===== src/rtl/mole_game_ctrl.sv =====
// Whack-a-mole game engine.
// Keeps nine hole states for a 3x3 grid and drives the 18-bit map used by
// the VGA display stage. Also tracks score and misses, and ends the game
// once too many moles expire.
//
// state | meaning
// IDLE  | after reset; map held at 0, hits ignored, waiting for start
// PLAY  | game running; ticks, spawns, hits and expiries are processed
// OVER  | miss limit reached; map/score/miss frozen until the next start
module mole_game_ctrl #(
    parameter int          TICK_DIV  = 5_000_000,
    parameter int          MOLE_LIFE = 16,
    parameter int          HIT_SHOW  = 6,
    parameter int          SPAWN_GAP = 8,
    parameter int          MAX_MISS  = 5,
    parameter logic [15:0] LFSR_SEED = 16'hACE1
) (
    input  logic        clk,
    input  logic        rst,
    input  logic        start,
    input  logic [8:0]  hit,
    output logic [17:0] map,
    output logic [7:0]  score,
    output logic [7:0]  miss,
    output logic        game_over
);

    localparam int TW = $clog2(TICK_DIV);

    localparam logic [1:0] ST_EMPTY     = 2'b00;
    localparam logic [1:0] ST_MOLE      = 2'b01;
    localparam logic [1:0] ST_HIT_MOUSE = 2'b10;
    localparam logic [1:0] ST_HIT_EMPTY = 2'b11;

    typedef enum logic [1:0] {
        IDLE = 2'd0,
        PLAY = 2'd1,
        OVER = 2'd2
    } fsm_t;

    fsm_t          state;
    logic [TW-1:0] tick_cnt;
    logic [4:0]    spawn_cnt;
    logic [15:0]   lfsr;
    logic [4:0]    timer [9];

    logic          tick;
    logic          spawn_now;
    logic [3:0]    idx;
    logic [15:0]   lfsr_nx;
    logic [17:0]   map_nx;
    logic [4:0]    timer_nx [9];
    logic [3:0]    n_hit;
    logic [3:0]    n_exp;
    logic [8:0]    score_sum;
    logic [8:0]    miss_sum;
    logic [7:0]    score_nx;
    logic [7:0]    miss_nx;

    assign tick      = (state == PLAY) && (tick_cnt == TW'(TICK_DIV - 1));
    assign spawn_now = tick && (spawn_cnt == 5'(SPAWN_GAP - 1));
    assign idx       = lfsr[3:0];
    // Galois form, taps 16,14,13,11
    assign lfsr_nx   = {1'b0, lfsr[15:1]} ^ (lfsr[0] ? 16'hB400 : 16'h0000);

    // Next hole states/timers for one PLAY cycle: hit beats expiry, spawn only into an idle, unhit hole
    always_comb begin
        map_nx = map;
        n_hit  = 4'd0;
        n_exp  = 4'd0;
        for (int i = 0; i < 9; i++) begin
            timer_nx[i] = timer[i];
        end
        for (int i = 0; i < 9; i++) begin
            if (hit[i] && map[2*i +: 2] == ST_MOLE) begin
                map_nx[2*i +: 2] = ST_HIT_MOUSE;
                timer_nx[i]      = 5'(HIT_SHOW);
                n_hit            = n_hit + 4'd1;
            end else if (hit[i] && map[2*i +: 2] == ST_EMPTY) begin
                map_nx[2*i +: 2] = ST_HIT_EMPTY;
                timer_nx[i]      = 5'(HIT_SHOW);
            end else if (tick && map[2*i +: 2] != ST_EMPTY) begin
                if (timer[i] == 5'd1) begin
                    if (map[2*i +: 2] == ST_MOLE) begin
                        n_exp = n_exp + 4'd1;
                    end
                    map_nx[2*i +: 2] = ST_EMPTY;
                    timer_nx[i]      = 5'd0;
                end else begin
                    timer_nx[i] = timer[i] - 5'd1;
                end
            end
            if (spawn_now && idx == 4'(i) && !hit[i] && map[2*i +: 2] == ST_EMPTY) begin
                map_nx[2*i +: 2] = ST_MOLE;
                timer_nx[i]      = 5'(MOLE_LIFE);
            end
        end
        score_sum = {1'b0, score} + {5'd0, n_hit};
        miss_sum  = {1'b0, miss} + {5'd0, n_exp};
        score_nx  = score_sum[8] ? 8'hFF : score_sum[7:0];
        miss_nx   = miss_sum[8] ? 8'hFF : miss_sum[7:0];
    end

    // Top FSM plus all game registers; entering PLAY wipes the board and both counters
    always_ff @(posedge clk or posedge rst) begin
        if (rst) begin
            state     <= IDLE;
            map       <= '0;
            score     <= '0;
            miss      <= '0;
            game_over <= 1'b0;
            tick_cnt  <= '0;
            spawn_cnt <= '0;
            lfsr      <= LFSR_SEED;
            for (int i = 0; i < 9; i++) begin
                timer[i] <= '0;
            end
        end else begin
            lfsr <= lfsr_nx;
            case (state)
                IDLE, OVER: begin
                    if (start) begin
                        state     <= PLAY;
                        game_over <= 1'b0;
                        map       <= '0;
                        score     <= '0;
                        miss      <= '0;
                        tick_cnt  <= '0;
                        spawn_cnt <= '0;
                        for (int i = 0; i < 9; i++) begin
                            timer[i] <= '0;
                        end
                    end
                end
                PLAY: begin
                    tick_cnt <= tick ? '0 : tick_cnt + TW'(1);
                    if (tick) begin
                        spawn_cnt <= spawn_now ? 5'd0 : spawn_cnt + 5'd1;
                    end
                    map   <= map_nx;
                    score <= score_nx;
                    miss  <= miss_nx;
                    for (int i = 0; i < 9; i++) begin
                        timer[i] <= timer_nx[i];
                    end
                    if (miss_sum >= 9'(MAX_MISS)) begin
                        state     <= OVER;
                        game_over <= 1'b1;
                    end
                end
                default: state <= IDLE;
            endcase
        end
    end

endmodule


===== config.mk =====
export PLATFORM = sky130hd
export DESIGN_NAME = mole_game_ctrl
export DESIGN_NICKNAME = d
export VERILOG_FILES = /design/src/rtl/mole_game_ctrl.sv
export SDC_FILE = /design/constraint.sdc
export NUM_CORES = 1
export LEC_CHECK = 0
export BUFFER_PORTS_ARGS = -buffer_cell sky130_fd_sc_hd__buf_2
export CORE_MARGIN = 2
export CORE_UTILIZATION = 55
export CTS_CLUSTER_DIAMETER = 150
export DETAILED_ROUTE_END_ITERATION = 8
export PLACE_DENSITY_LB_ADDON = 0.1
export REMOVE_ABC_BUFFERS = 1
export SYNTH_ARGS = -nofsm -noshare
export SYNTH_HDL_FRONTEND = slang
export SYNTH_SLANG_ARGS = --single-unit

===== constraint.sdc =====
create_clock -name clk -period 15.6 [get_ports clk]
set_clock_uncertainty 0.1 [all_clocks]
set_input_delay 1.56 -clock clk [delete_from_list [all_inputs] [get_ports clk]]
set_output_delay 1.56 -clock clk [all_outputs]
set_load 0.02 [all_outputs]

==> results_dict.tcl <==
set metrics [dict create \
    maxCapViolations 0 \
    yosysSeqAreaShare_pct 37.7 \
    synth-main-ff-cell "dfrtp_1" \
    final_max_slew_viol_count 0 \
    grt_max_degree 73 \
    min_period_ns 8.42 \
    worstPathArrival_ns 8.59 \
    path_max_fanout 17 \
    tightestPinTransition_ns 1.21 \
    vias 7243 \
    crit_top_cell "ha_1" \
    final_cell_mix "dfrtp_1 (118), nand2_1 (112), o21ai_0 (106), nor2_1 (100), buf_2 (46)" \
    die_area_mm2 0.0163 \
    post_cts_resized 0 \
    cts_tree "built" \
    place_hpwl_um 13700 \
    die_h_um 128 \
    async_flop_share_pct 100 \
    area_delta_synth_final_pct 12.3 \
    gp_congestion 0.864 \
    intPower_mw 0.949 \
    synth_cell_type_count 74 \
    hold_violations 0 \
    drive_above_1_share_pct 12.2 \
    setup_ws_ns 7.18 \
    rsz0062_at_grt "false" \
    synth.avg_cell_area_um2 8.54 \
    cts_setup_buffers 0 \
    yosys_warnings 0 \
    comb_power_share_pct 42.3 \
    seq_power_share_pct 31.2 \
    synthCells 983 \
    ctsHoldBuffers 0 \
    first_pass_iters 5 \
    final_common_cell "dfrtp_1" \
    antenna_found_initial 0 \
    globalRouteOverflowTotal 0 \
    pre_cts_ws_ns 7.12 \
    instances_no_fill 1226 \
    initial_utilization_pct 55.8 \
    track_usage_pct 25.7 \
    rrSetupSlack_ns 7.18 \
    drtIter0Drc 458 \
    holdWs_ns 0.250 \
    routedWlPerCell_um 15.8 \
    fin_crit_sh_pct 54.0 \
    cts_root_buffer "clkbuf_16" \
    synth-seq-cells 126 \
    cts.sinks 126 \
    hold_class "register to register" \
    worst_setup_path_start_kind "register" \
    drc 0 \
    postLayoutCoreUtil_pct 62.7 \
    grt_pass1_vias 6881 \
    finalWirelength_um 19400 \
    cp-end-kind "register" \
    clkLatencyLatePin_ns 0.43 \
    via_per_inst 5.91 \
    dp.cells 1194 \
    status "complete, no violations" \
    finalSetupViolations 0 \
    p_per_area_mw_per_mm2 172 \
    synth_area_mm2 0.00839 \
    clkPwrFrac_pct 26.5 \
    ir_drop_v 0.000110 \
    p_leak_nw 4.34 \
    clk_pin_slew_ns 0.06 \
    postRouteAntennaNets 0 \
    rows 45 \
    setup_tns_ns 0 \
    required_ns 15.77 \
    grt_pass1_wl_um 33600 \
    coreArea_mm2 0.0150 \
    diodes 0 \
    crit_type "register to register" \
    max-slew-margin-rel_pct 18.3 \
    pin_count 47 \
    num-nets-final 1082 \
    fmax_mhz 119 \
    crit_path_top_delay_cell "or4_1" \
    p_switching_mw 0.673 \
    switching_share_pct 41.5 \
    fp.dieW_um 128 \
    cts_max_path_buffers 2 \
    synth_edf_count 0 \
    io_buffer_count 46 \
    h-tree-depth 4 \
    cp_slowest_stage_delay_ns 0.90 \
    numCtsBuffers 17 \
]
==> worst paths after layout <==
path | from | to | cells after the start
hold / removal | lfsr[12] | lfsr[11] | 0
setup / recovery | tick_cnt[16] | miss[5] | 34
hold reg to reg | lfsr[12] | lfsr[11] | 0
max in group asynchronous | rst | timer[5] | 3
setup reg to reg | tick_cnt[16] | miss[5] | 34
min in group asynchronous | rst | timer[40] | 2
==> registers in the layout (all words and copies together), names as in the netlist <==
name,count
state,2
lfsr,16
timer,45
game_over,1
tick_cnt,23
spawn_cnt,5
miss,8
map,18
score,8
==> critical path, delay by kind of cell, from the launching register on <==
| kind | cells | cell delay, ns |
|---|---|---|
| XOR/XNOR | 3 | 0.44 |
| adder cells (fa/ha/maj) | 7 | 2.03 |
| AO/OA/AOI/OAI | 8 | 1.40 |
| flip-flops | 1 | 0.41 |
| AND/OR/NAND/NOR | 15 | 3.60 |
| multiplexers | 1 | 0.29 |
==> cell families after synthesis <==
kind of cell | count (synthesis) | share of synthesized area (%)
AND/OR/NAND/NOR | 431 | 26.5
flip-flops | 126 | 37.7
AO/OA/AOI/OAI | 238 | 17.1
XOR/XNOR | 65 | 7.45
adder cells (fa/ha/maj) | 45 | 6.89
buffers and inverters | 70 | 3.38
multiplexers | 8 | 1.04
==> per-layer routing <==
metal | vias to the layer above | GRT usage (%) | wire (um)
met5 | - | 0 | 0
met4 | 0 | 6.85 | 304
met3 | 25 | 5.78 | 850
met2 | 141 | 40.0 | 8820
met1 | 3476 | 36.4 | 9420
li1 | 3601 | - | -
==> final cells by class <==
class / instances / area [um^2]
fill: 1320 / 5610
multi-input combinational: 787 / 4950
sequential: 126 / 3160
clock buffer: 19 / 453
timing repair buffer: 52 / 275
tap: 188 / 235
clock inverter: 13 / 185
inverter: 41 / 156
==> power groups by stage <==
| stage | Clock, mW | Combinational [mW] | Sequential (mW) |
|---|---|---|---|
| 2_1_floorplan | 0 | 0.484 | 0.519 |
| 3_3_place_gp | 0 | 0.671 | 0.506 |
| 3_5_place_dp | 0 | 0.680 | 0.506 |
| 4_1_cts | 0.438 | 0.689 | 0.504 |
| 5_1_grt | 0.452 | 0.785 | 0.519 |
| 6_report | 0.430 | 0.686 | 0.506 |
==> Yosys cell counts (all sizes together) (14+ instances only) <==
cell	instances	area, um^2
a21o	19	143
a21oi	39	195
a31oi	16	100
clkbuf	21	78.8
dfrtp	118	2950
ha	43	538
inv	41	154
nand2	114	438
nand2b	19	119
nand3	41	205
nand4	18	113
nor2	103	394
nor2b	17	106
nor3	33	170
nor4	14	109
o21ai	113	577
or3	16	105
xnor2	32	280
xor2	29	254
==> per-stage QoR <==
stage | total power [mW] | area (um^2)
floorplan | 1.00 | 8260
global route | 1.76 | 9420
finish | 1.62 | 9420
CTS | 1.63 | 9420
global placement | 1.18 | 8780
detailed placement | 1.19 | 8780
No activity file was read; power rests on OpenSTA's default activity.
